==> src/rtl/key_autorepeat.sv <==
// ============================================================================
// Module   : key_autorepeat
// Brief    : Turns a clean button level into press/release pulses and
//            step pulses with hold-delayed auto-repeat.
// Revision : 1.0
// ============================================================================
`default_nettype none

module key_autorepeat #(
    parameter int HOLD_CYCLES   = 25000000,
    parameter int REPEAT_CYCLES = 5000000,
    parameter int CNT_W         = 25
) (
    input  logic       clk,
    input  logic       rst_n,
    input  logic       btn,
    input  logic       en,
    output logic       press_pulse,
    output logic       release_pulse,
    output logic       step,
    output logic       held,
    output logic [7:0] repeat_cnt
);

    typedef enum logic [1:0] {
        S_IDLE   = 2'd0,
        S_WAIT   = 2'd1,
        S_REPEAT = 2'd2
    } state_t;

    localparam logic [CNT_W-1:0] c_HOLD_LAST = CNT_W'(HOLD_CYCLES - 1);
    localparam logic [CNT_W-1:0] c_REP_LAST  = CNT_W'(REPEAT_CYCLES - 1);

    state_t           r_state;
    logic [CNT_W-1:0] r_cnt;
    logic             r_btn_q;
    logic             r_press;
    logic             r_release;
    logic             r_step;
    logic             r_held;
    logic [7:0]       r_repeat_cnt;
    logic [7:0]       w_repeat_inc;

    assign w_repeat_inc = (r_repeat_cnt == 8'hFF) ? r_repeat_cnt : r_repeat_cnt + 8'd1;

    always_ff @(posedge clk or negedge rst_n) begin
        if (!rst_n) begin
            r_state      <= S_IDLE;
            r_cnt        <= '0;
            r_btn_q      <= 1'b0;
            r_press      <= 1'b0;
            r_release    <= 1'b0;
            r_step       <= 1'b0;
            r_held       <= 1'b0;
            r_repeat_cnt <= 8'd0;
        end else begin
            r_btn_q   <= btn;
            r_press   <= 1'b0;
            r_release <= 1'b0;
            r_step    <= 1'b0;

            case (r_state)
                S_IDLE: begin
                    if (btn && !r_btn_q) begin
                        r_press      <= 1'b1;
                        r_step       <= 1'b1;
                        r_cnt        <= '0;
                        r_repeat_cnt <= 8'd0;
                        r_state      <= S_WAIT;
                    end
                end

                // Release is checked first so it wins over a terminal count.
                S_WAIT: begin
                    if (!btn) begin
                        r_release <= 1'b1;
                        r_held    <= 1'b0;
                        r_cnt     <= '0;
                        r_state   <= S_IDLE;
                    end else if (r_cnt == c_HOLD_LAST) begin
                        if (en) begin
                            r_step       <= 1'b1;
                            r_cnt        <= '0;
                            r_repeat_cnt <= w_repeat_inc;
                            r_held       <= 1'b1;
                            r_state      <= S_REPEAT;
                        end
                    end else begin
                        r_cnt <= r_cnt + 1'b1;
                    end
                end

                S_REPEAT: begin
                    if (!btn) begin
                        r_release <= 1'b1;
                        r_held    <= 1'b0;
                        r_cnt     <= '0;
                        r_state   <= S_IDLE;
                    end else if (!en) begin
                        r_cnt <= '0;
                    end else if (r_cnt == c_REP_LAST) begin
                        r_step       <= 1'b1;
                        r_cnt        <= '0;
                        r_repeat_cnt <= w_repeat_inc;
                    end else begin
                        r_cnt <= r_cnt + 1'b1;
                    end
                end

                default: begin
                    r_state <= S_IDLE;
                    r_cnt   <= '0;
                    r_held  <= 1'b0;
                end
            endcase
        end
    end

    assign press_pulse   = r_press;
    assign release_pulse = r_release;
    assign step          = r_step;
    assign held          = r_held;
    assign repeat_cnt    = r_repeat_cnt;

endmodule

`default_nettype wire

==> config.mk <==
export PLATFORM = sky130hd
export DESIGN_NAME = key_autorepeat
export DESIGN_NICKNAME = d
export VERILOG_FILES = /design/src/rtl/key_autorepeat.sv
export SDC_FILE = /design/constraint.sdc
export NUM_CORES = 1
export LEC_CHECK = 0
export CORE_MARGIN = 3
export CORE_UTILIZATION = 46
export CTS_CLUSTER_DIAMETER = 30
export DETAILED_ROUTE_END_ITERATION = 6
export GPL_TIMING_DRIVEN = 0
export SETUP_SLACK_MARGIN = 0.15
export SLEW_MARGIN = 15
export SYNTH_ARGS = -nofsm -noshare
export SYNTH_HDL_FRONTEND = slang
export SYNTH_SLANG_ARGS = --single-unit
==> constraint.sdc <==
create_clock -name clk -period 7.11 [get_ports clk]
set_clock_uncertainty 0.2 [all_clocks]
set_input_delay 1.0665 -clock clk [delete_from_list [all_inputs] [get_ports clk]]
set_output_delay 1.0665 -clock clk [all_outputs]
set_load 0.02 [all_outputs]
==> impl_metrics.tcl <==
set metrics [dict create \
    outcome "complete, no violations" \
    r2r_cells 8 \
    clockRootBuffer "clkbuf_8" \
    hold_viol 0 \
    combPwrFrac_pct 35.9 \
    overflow 0 \
    yosys_warnings 0 \
    peakVddDrop_uv 122 \
    cp.required_ns 7.10 \
    drc 0 \
    synth-xor-area-share_pct 0 \
    start_util_pct 49.2 \
    setup_tns_ns 0 \
    grt_max_degree 25 \
    synth_compound_area_share_pct 19.6 \
    netSwitchingFraction_pct 36.1 \
    crit_path_start_kind "primary input" \
    period_minus_slack_ns 3.25 \
    grt_use_total_pct 20.9 \
    synth_mux_area_share_pct 0.932 \
    fill_cells 469 \
    dieWidth_um 78.5 \
    clock-sinks 40 \
    grt_setup_unrepaired "false" \
    die-area_um2 6160 \
    min_from "repeat_cnt[1]" \
    synth_top_area_share_pct 41.4 \
    hold_path_class "reg2reg" \
    max_cap_violations 0 \
    ioPinCount 16 \
    final-max-slew-violation-count 0 \
    cp_max_fo 10 \
    cellPowerDensity_nw_per_um2 274 \
    slowest_stage "a21boi_0" \
    fin_area_um2 2790 \
    clk_pin_slew_worst_paths_ns 0.08 \
    leakage_nw 1.14 \
    nets 304 \
    cts_tree "done" \
    postSynthCellCount 271 \
    rows 25 \
    synth_common_cells "40 x dfrtp_1, 29 x nand2_1, 24 x nand3_1" \
    io_buffers 15 \
    slowest_delay_ns 0.51 \
    hold_path_end "repeat_cnt[1]" \
    core_area_um2 4910 \
    ant_nets 0 \
    clock_path_buffers 2 \
    r2r_start "r_cnt[0]" \
    synth_fa_ha_area_share_pct 3.11 \
    yosys.cell_types.count 46 \
    wl_mm 5.76 \
    post-route-period-util_pct 45.8 \
    place_area_um2 2670 \
    routabilityCongestion 0.852 \
    crit_type "in2reg" \
    htree_levels 2 \
    rrSetupSlack_ns 4.22 \
    synth_seq_cells 40 \
    fmaxAchievable_mhz 307 \
    power.share.sequential_pct 37.2 \
    crit_path_cell_trace "clkdlybuf4s50_1, buf_2, a21boi_0, or2_2, buf_2, buf_4, buf_4, a21oi_1, o21ai_0" \
    syn_area_um2 2420 \
    synth_most_common_cell "dfrtp_1" \
    worstMarginPinSlew_ns 0.806 \
    pre_cts_slack_ns 3.55 \
    grt_pass1_vias 2036 \
    wl_per_cell_um 15.9 \
    r2r-end "r_cnt[19]" \
    dp_hpwl_mm 4.04 \
    synth_edf_count 0 \
    final.setup.worst_slack_ns 3.86 \
    syn2layout_area_growth_pct 15.5 \
    internal_power_mw 0.488 \
    worst_hold_path.num_cells 2 \
    cts-resized-gates 0 \
    crit_buf_inv 5 \
    yosysSeqAreaShare_pct 41.4 \
    async_flop_share_pct 100 \
    synth-simple-area-share_pct 29.6 \
    synth_top_family_by_area "simple AND/OR/NAND/NOR gates" \
    relSlewSlack_pct 45.8 \
    fp.dieH_um 78.5 \
    synth_top_area_cell "dfrtp_1" \
    grt_pass1_wl_mm 10.2 \
    syn_area_per_cell_um2 8.92 \
    antenna_cells 0 \
    synth_fp_nets 281 \
    yosys-top-cells-area "dfrtp_1 41%, nand3_1 5.0%, o21ai_0 4.8%" \
    cts_setup_buffers 0 \
    vias_per_cell 5.86 \
    cts_buffers 5 \
    drive_gt1_share_pct 9.83 \
    cp_top_family "buffers and inverters" \
    clk-insertion-delay-late_ns 0.29 \
    setup_viol 0 \
    ys.flop_type "dfrtp_1" \
    num_vias 2121 \
    hold_buffers 0 \
    drtIter0Drc 197 \
    antenna_found_initial 0 \
    net-switching-power_mw 0.276 \
    p_clk_share_pct 26.9 \
    holdWs_ns 0.344 \
    cp.arrival_ns 3.25 \
    worstSetupEndpointType "flop" \
    firstDrtPassIters 4 \
]
## through the flow
step	total power [mW]	utilization (%)	instances
2_1_floorplan	0.464	-	271
3_3_place_gp	0.560	54.0	353
3_5_place_dp	0.563	54.3	354
4_1_cts	0.771	56.9	362
5_1_grt	0.817	56.9	362
6_report	0.764	56.9	362
## logic make-up after synthesis
logic type      after synthesis
buf+inv                      28
flops                        40
mux                           2
compound gates               67
fa+ha+maj                     6
simple gates                128
## layout make-up
class / instances / area (um2) / share of cell area [%]
multi-input combinational: 203 / 1290 / 46.1
sequential: 40 / 1000 / 35.8
timing repair buffer: 16 / 165 / 5.91
clock buffer: 7 / 96.3 / 3.45
tap: 67 / 83.8 / 3.00
buffer: 13 / 73.8 / 2.64
inverter: 15 / 56.3 / 2.02
clock inverter: 1 / 30.0 / 1.08
## flip-flops by register name (all words and copies together), names as in the netlist
signal / count
r_cnt: 25
repeat_cnt: 8
r_state: 2
held: 1
press_pulse: 1
r_btn_q: 1
release_pulse: 1
step: 1
## worst max-delay path by stage
stage	slack [ns]	from	endpoint	depth (start not counted)
floorplan	4.29	btn	r_cnt[7]	7
global placement	3.56	btn	r_cnt[19]	7
detailed placement	3.55	btn	r_cnt[7]	8
CTS	3.86	btn	r_cnt[5]	8
global route	3.68	btn	r_cnt[5]	8
finish	3.86	btn	r_cnt[19]	9
## routing by layer
metal / part of all wire (%) / vias up / global-route usage (%)
met4: 1.1 / 0 / 5.24
met1: 51 / 1018 / 31.6
met2: 44 / 42 / 30.8
met5: 0 / - / 0
met3: 3.9 / 7 / 3.44
li1: - / 1054 / -
## worst reg2reg max path: stages (launching register included)
cell and delay (ns):
dfrtp_1 0.44, ha_1 0.26, and4bb_2 0.24, nand3_2 0.15
nor2_1 0.14, o22ai_1 0.58, clkbuf_1 0.44, a21oi_1 0.11
o21ai_0 0.23
## power by group through the flow
| stage | sequential [mW] | clock [mW] | combinational, mW |
|---|---|---|---|
| floorplan | 0.309 | 0 | 0.155 |
| global placement | 0.289 | 0 | 0.271 |
| detailed placement | 0.289 | 0 | 0.275 |
| CTS | 0.284 | 0.210 | 0.276 |
| global route | 0.291 | 0.221 | 0.305 |
| finish | 0.285 | 0.205 | 0.274 |
## cell usage in the layout, fill, tap and decap left out, types with 2 or more instances in the layout
cell type         n
a21o_1            3
a21oi_1          14
a22o_1           11
and3_1            7
and4_1            3
buf_2             3
buf_4             4
clkbuf_1          6
clkbuf_8          7
clkdlybuf4s50_1  14
dfrtp_1          40
ha_1              6
inv_1            15
mux2_2            2
nand2_1          29
nand3_1          24
nand3b_1          4
nand4_1           5
nor2_1           16
nor2b_1           5
nor3_1            6
nor4_1            5
nor4_2            2
nor4bb_1          2
o211ai_1          3
o21ai_0          23
o22ai_1           2
or3_1             2
or4_1            10
or4b_1            2
Note: power is estimated with default switching activity, not from simulation.
